`config.mk`:
```
export PLATFORM = sky130hd
export DESIGN_NAME = qtcore_session_sequencer
export DESIGN_NICKNAME = d
export VERILOG_FILES = /design/src/rtl/qtcore_session_sequencer.sv
export SDC_FILE = /design/constraint.sdc
export NUM_CORES = 1
export LEC_CHECK = 0
export BUFFER_PORTS_ARGS = -buffer_cell sky130_fd_sc_hd__buf_2
export CORE_MARGIN = 4
export CORE_UTILIZATION = 55
export CTS_CLUSTER_SIZE = 40
export DETAILED_ROUTE_END_ITERATION = 6
export HOLD_SLACK_MARGIN = 0.15
export PLACE_DENSITY = 0.82
export SLEW_MARGIN = 25
export SYNTH_ARGS = -nofsm -noshare
export SYNTH_HDL_FRONTEND = slang
export SYNTH_SLANG_ARGS = --single-unit
export TNS_END_PERCENT = 10
```
`constraint.sdc`:
```
create_clock -name clk -period 4.85 [get_ports clk]
set_clock_uncertainty 0.2 [all_clocks]
set_input_delay 0.485 -clock clk [delete_from_list [all_inputs] [get_ports clk]]
set_output_delay 0.485 -clock clk [all_outputs]
set_load 0.01 [all_outputs]
```
`src/rtl/qtcore_session_sequencer.sv`:
```
// qtcore_session_sequencer: loads a scan image into the core, runs it until halt or budget, unloads the result.
module qtcore_session_sequencer #(
  parameter int CHAIN_LEN = 144,
  parameter int LIMIT_W = 16
) (
  input  logic               clk,
  input  logic               rst_n,
  input  logic               start,
  input  logic [LIMIT_W-1:0] run_limit,
  input  logic [7:0]         in_data,
  input  logic               in_valid,
  output logic               in_ready,
  output logic [7:0]         out_data,
  output logic               out_valid,
  input  logic               out_ready,
  output logic               busy,
  output logic               done,
  output logic               timed_out,
  output logic               scan_enable,
  output logic               scan_in,
  input  logic               scan_out,
  output logic               proc_en,
  input  logic               halt
);
  localparam int NB = CHAIN_LEN / 8;
  localparam int BW = $clog2(NB + 1);
  localparam logic [BW-1:0] LAST = BW'(NB);
  localparam logic [2:0] IDLE = 3'd0, LD_WAIT = 3'd1, LD_SHIFT = 3'd2, RUN = 3'd3,
                         UL_SHIFT = 3'd4, UL_WAIT = 3'd5, DONE = 3'd6;
  logic [2:0] state, bit_cnt;
  logic [BW-1:0] byte_cnt, byte_nx;
  logic [7:0] ld_byte, ul_byte;
  logic [LIMIT_W-1:0] cnt, cnt_nx, lim;
  logic to_r, budget_hit;
  assign byte_nx = byte_cnt + 1'b1;
  assign cnt_nx = cnt + 1'b1;
  // cnt counts completed RUN cycles, so cnt_nx is the number of the current one
  assign budget_hit = (lim != '0) && (cnt_nx == lim);
  assign in_ready = state == LD_WAIT;
  assign out_valid = state == UL_WAIT;
  assign out_data = ul_byte;
  assign busy = state != IDLE;
  assign done = state == DONE;
  assign timed_out = to_r;
  assign scan_enable = (state == LD_SHIFT) || (state == UL_SHIFT);
  assign scan_in = (state == LD_SHIFT) & ld_byte[bit_cnt];
  assign proc_en = state == RUN;
  always_ff @(posedge clk) begin
    if (!rst_n) begin
      state <= IDLE;
      bit_cnt <= '0;
      byte_cnt <= '0;
      ld_byte <= '0;
      ul_byte <= '0;
      cnt <= '0;
      lim <= '0;
      to_r <= 1'b0;
    end else begin
      case (state)
        IDLE: if (start) begin
          state <= LD_WAIT;
          bit_cnt <= '0;
          byte_cnt <= '0;
          lim <= run_limit;
          to_r <= 1'b0;
        end
        LD_WAIT: if (in_valid) begin
          state <= LD_SHIFT;
          ld_byte <= in_data;
        end
        LD_SHIFT: begin
          bit_cnt <= bit_cnt + 3'd1;
          cnt <= '0;
          if (bit_cnt == 3'd7) begin
            state <= (byte_nx == LAST) ? RUN : LD_WAIT;
            byte_cnt <= (byte_nx == LAST) ? '0 : byte_nx;
          end
        end
        RUN: begin
          cnt <= (&cnt) ? cnt : cnt_nx;
          if (halt || budget_hit) state <= UL_SHIFT;
          if (!halt && budget_hit) to_r <= 1'b1;
        end
        UL_SHIFT: begin
          bit_cnt <= bit_cnt + 3'd1;
          ul_byte <= {scan_out, ul_byte[7:1]};
          if (bit_cnt == 3'd7) begin
            state <= UL_WAIT;
            byte_cnt <= byte_nx;
          end
        end
        UL_WAIT: if (out_ready) state <= (byte_cnt == LAST) ? DONE : UL_SHIFT;
        default: state <= IDLE;
      endcase
    end
  end
endmodule

```
# After elaboration in Yosys (flattened, before gate mapping)
# Index checks and enable logic that the tools add are counted.
[classes]
muxes = 23
bitwise = 1
reduce_logical = 21
magnitude_cmp = 1
addsub = 3
n_eq_ne = 18
[op_table]
columns = ["cell", "count"]
rows = [
  ["one-hot mux 16 bit (2 select lines)", 1],
  ["two-way mux 3 bit", 7],
  ["two-way mux 5 bit", 4],
  ["one-hot mux 3 bit (6 select lines)", 1],
  ["adder 16 x 1 -> 16 bit (second input constant)", 1],
  ["equality test 16 bit", 1],
  ["two-way mux 16 bit", 1],
  ["AND reduction 16 bit", 1],
  ["nonzero test 16 bit", 1],
  ["one-hot mux 5 bit (3 select lines)", 1],
  ["equality test 3 bit (second input constant)", 4],
  ["equality test 5 bit (second input constant)", 2],
  ["inequality test 2 x 1 -> 1 bit (second input constant)", 5],
  ["AND reduction 2 bit", 4],
  ["equality test 3 x 2 -> 1 bit (second input constant)", 2],
  ["inequality test 2 bit (second input constant)", 3],
  ["one-hot mux 3 bit (2 select lines)", 1],
  ["AND reduction 6 bit", 1],
  ["nonzero test 2 bit", 3],
  ["nonzero test 3 bit", 2],
  ["adder 5 x 1 -> 5 bit (second input constant)", 1],
  ["less-than comparator 3 x 4 -> 1 bit (second input constant)", 1],
  ["two-way mux 2 bit", 2],
  ["AND reduction 4 bit", 1],
  ["12 further kinds", 16],
]
[totals]
word_cells = 75
regBits = 60
out_inout_bits = 16
input_bits = 31

# Longest topological paths before layout
[logic_depth]
depth_word = 6
mapped_depth = 9
ltp_nobuf = 8

# Worst setup path before layout
# OpenSTA, ideal clock, no wires.
[synth_path]
path_type = "reg-to-reg"
start = "register cnt[0]"
end = "register to_r, in the netlist timed_out"
setup_slack_ns = 2.484
path_buffers = 0
arrival_ns = 2.095
stages_incl_launch_ff = 9
required_ns = 4.580
path_cell_list = "dfxtp_1 > ha_1 > nand4_1 > or3_1 > xnor2_1 > a211oi_1 > nand4_1 > or3_1 > a21oi_1"
[synth_between]
elab_chain_cells = 6
[synth_rtl]
columns = ["element", "line_no", "rtl"]
rows = [
  ["start, declared", "33", "logic [LIMIT_W-1:0] cnt, cnt_nx, lim;"],
  ["start signal, assigned", "80", "cnt <= (&cnt) ? cnt : cnt_nx;"],
  ["adder 16 x 1 -> 16 bit", "36", "assign cnt_nx = cnt + 1'b1;"],
  ["equality test 16 bit", "38", "assign budget_hit = (lim != '0) && (cnt_nx == lim);"],
  ["logical AND 1 bit", "38", ""],
  ["logical AND 1 bit", "82", "if (!halt && budget_hit) to_r <= 1'b1;"],
  ["inequality test 2 x 1 -> 1 bit (no line)", "-", ""],
  ["AND reduction 3 bit (no line)", "-", ""],
  ["end signal, assigned", "57", "to_r <= 1'b0;"],
  ["end signal, assigned", "65", "to_r <= 1'b0;"],
  ["end signal, assigned", "82", ""],
  ["end, declared", "34", "logic to_r, budget_hit;"],
]
# No other way between the ends.
# A chain may end at the register's enable or synchronous reset.

# Final worst setup path
[layout_path]
start = "register state[2]"
end = "output proc_en"
[layout_between]
elab_chain_cells = 1
[layout_rtl]
columns = ["element", "line_no", "rtl"]
rows = [
  ["start, declared", "30", "logic [2:0] state, bit_cnt;"],
  ["start signal, assigned", "75", "state <= (byte_nx == LAST) ? RUN : LD_WAIT;"],
  ["start signal, assigned", "92", "UL_WAIT: if (out_ready) state <= (byte_cnt == LAST) ? DONE : UL_SHIFT;"],
  ["equality test 3 x 2 -> 1 bit", "47", "assign proc_en = state == RUN;"],
  ["end, declared", "22", "output logic proc_en,"],
]
# No other way between the ends.

==> run_results.csv <==
group,metric,value,unit
clock_tree,cts_num_sinks,60,
worst_setup_path,end_kind,"output port",
worst_setup_path,r2r_setup_slack,2.16,ns
finish,nets,483,
sta,timing.final.crit_period,2.881,ns
worst_setup_path,startpoint_type,"flop",
sta,tns,0,ns
synth,synth_commonest_cells,"dfxtp_1 (60), nand2_1 (48), nor2_1 (47)",
grt,grt_max_degree,35,
synth,synth_warnings,0,
die,fp.dieW,86.10,µm
worst_setup_path,cp-startpoint,"state[2]",
clock_tree,insertion_delay,0.34,ns
worst_setup_path,cp.required,4.16,ns
clock_tree,root_buffer,"clkbuf_8",
synth,syn_inst,414,
route,wl,8204,µm
synth,yosys_register_bits,60,
worst_setup_path,cp_top_family,"flip-flops",
run,drv_cap,0,
clock_tree,cts-buffers-inserted,9,
synth,synthTopCellsByArea,"dfxtp_1 (36%), a21oi_1 (6.6%), mux2i_1 (5.7%)",
finish,fin_area,3730,µm²
finish,finish.utilization,63.00,%
worst_setup_path,critical_path.max_stage_delay,0.64,ns
die,io_pins,47,
synth,netlist_area,3354,µm²
grt,antenna_found_initial,0,
synth,ys_seq_area_share,35.81,%
worst_setup_path,r2r_cells,8,
clock_tree,cts-hold-fix-buffers,0,
clock_tree,post_cts_buffers,0,
power,p_leak,0.001413,µW
worst_setup_path,reg2reg_to,"timed_out",
sta,max_freq,0.3471,GHz
finish,area_delta_synth_final,11.19,%
clock_tree,cts_resized,0,
die,core,5921,µm²
placement,io_buffer_count,46,
worst_setup_path,timing.rr.start,"cnt[0]",
synth,synth_flop_cell,"dfxtp_1",
route,firstDrtPassIters,4,
hold_path,hp-start,"run_limit[4]",
clock_tree,cts_max_level,3,
finish,drive_gt1_share,16.63,%
power,power.switching,536.6,µW
route,wl_met3,458,µm
hold_path,hold-path-endpoint,"lim[4]",
synth,yosysMostFrequentCell,"dfxtp_1",
power,peakVddDrop,0.0002828,V
route,routed.top_layer,"met4",
power,pwr-share-seq,41.5,%
power,internal_power,952.1,µW
die,fp.dieH,86.10,µm
route,wl_per_cell,15.60,µm
finish,diodes,0,
power,total_power,1489,µW
power,p_per_area,399.1,nW/µm²
route,vias,3163,
die,start_util,56.66,%
worst_setup_path,cpMaxStageDelayCell,"dfxtp_1",
power,clkPwrFrac,29.1,%
sta,period_share,59.41,%
synth,synth_cell_types,59,
worst_setup_path,crit_type,"flop to output port",
route,drt_iter0_drc,256,
hold_path,holdPathStages,3,
synth,avgSynthCellArea,8.103,µm²
grt,grt_pass1_vias,3059,
synth,mappedNetlistNets,451,
finish,multi_input_area,1972,µm²
placement,place.gp.congestion,0.9053,
route,wl_met1,3446,µm
die,num_rows,28,
outcome,outcome,"finished, final reports clean",
sta,maxSlewHeadroom,37.40,%
clock_tree,cts_buffer_depth,2,
worst_setup_path,cp_max_fo,15,
sta,grt_setup_unrepaired,"false",
synth,synth_top_area_share,35.81,%
power,combPwrFrac,29.4,%
finish,regArea,1201,µm²
clock_tree,cts_tree,"done",
hold_path,hold_class,"input pin to flop",
route,via_per_inst,6.013,
synth,synth_top_area_cell,"dfxtp_1",
power,power_switching_share,36.05,%
synth,async_flop_share,0,%
sta,tightest_slew,0.9332,ns
finish,fillers,535,
sta,final_hold_viol_count,0,
worst_setup_path,critPathArrivalTime,2.20,ns
synth,synth_edf_count,0,
grt,gr-usage-all-layers,23.10,%
worst_setup_path,cp_cell_sequence,"nand2b_2 -> or2_2 -> clkinv_1 -> buf_2",
placement,hpwl,5829,µm
sta,setup_viol,0,
route,wl_met2,4102,µm
clock_tree,clkTransAtPathRegs,0.07,ns
grt,overflow,0,
die,dieArea,7412,µm²
grt,grt_pass1_wl,13750,µm
sta,drv_slew,0,
route,detail-route-antenna-nets,0,
route,post-route-drc-count,0,
worst_setup_path,path_buf_inv,2,
placement,place_area,3546,µm²
## cells by family (layout without fill, tap and decap cells)
family	Yosys count	in the layout	share of synthesized area, %
AOI/OAI and AO/OA	93	93	16.75
DFF	60	60	35.81
adders and majority gates	6	6	2.238
xor gates and xnor gates	21	21	5.483
muxes	21	21	7.012
buffers and inverters	37	74	5.408
and+or+nand+nor	176	176	27.30
## worst max path at each step
stage / depth (start not counted) / end / slack, ns
floorplan: 8 / timed_out / 2.48
global placement: 8 / timed_out / 2.27
detailed placement: 8 / timed_out / 2.23
CTS: 4 / proc_en / 2.01
global route: 4 / proc_en / 1.81
finish: 4 / proc_en / 1.97
## worst register-to-register path, stage by stage (launching register included)
cell and delay (ns):
dfxtp_1 0.46, ha_1 0.33, nand4_1 0.20, or3_1 0.42
xnor2_1 0.15, a211oi_1 0.21, nand4_1 0.15, or3_1 0.34
a21oi_1 0.14
## metrics by stage
| step | instances | hold slack (ns) | setup WS [ns] |
|---|---|---|---|
| 5_1_grt | 526 | 0.1827 | 1.812 |
| 4_1_cts | 526 | 0.1729 | 2.009 |
| 6_report | 526 | 0.1793 | 1.969 |
| 3_5_place_dp | 510 | 0.2534 | 2.232 |
| 3_3_place_gp | 510 | 0.2609 | 2.272 |
| 2_1_floorplan | 414 | 0.2546 | 2.484 |
## layer usage
metal	vias to the layer above	global-route usage, %
met3	16	4.803
met2	106	38.82
met1	1500	28.00
met5	-	0
li1	1541	-
met4	0	11.08
## cells in the final DEF (no fill, tap or decap), drive strengths merged, types with 4 or more instances in the layout
| cell type | n |
|---|---|
| a21oi | 44 |
| a22oi | 4 |
| and2 | 5 |
| and3 | 5 |
| and4 | 4 |
| buf | 47 |
| clkbuf | 11 |
| clkinv | 5 |
| dfxtp | 60 |
| ha | 6 |
| inv | 9 |
| mux2i | 19 |
| nand2 | 48 |
| nand3 | 14 |
| nand4 | 9 |
| nor2 | 48 |
| nor3 | 10 |
| nor4 | 8 |
| o21ai | 20 |
| or3 | 9 |
| xnor2 | 14 |
| xor2 | 7 |
## power groups by stage
| stage | sequential (µW) | combinational [µW] | clock (µW) |
|---|---|---|---|
| after detailed placement | 626 | 430 | 0 |
| after global routing | 627 | 488 | 464 |
| final | 618 | 438 | 433 |
| after global placement | 623 | 420 | 0 |
| after floorplan | 591 | 358 | 0 |
| after CTS | 615 | 434 | 441 |
## cell type report
type / count / share of cell area [%]
multi-input combinational: 317 / 52.87
sequential: 60 / 32.20
inverter: 11 / 1.107
clock inverter: 5 / 1.409
timing repair buffer: 47 / 6.374
clock buffer: 11 / 3.522
tap: 75 / 2.516
## sequential cells by signal, indices dropped and copies added (netlist names)
signal / count
bit_cnt: 3
byte_cnt: 5
cnt: 16
ld_byte: 8
lim: 16
out_data: 8
state: 3
timed_out: 1
(Power assumes the default switching activity.)
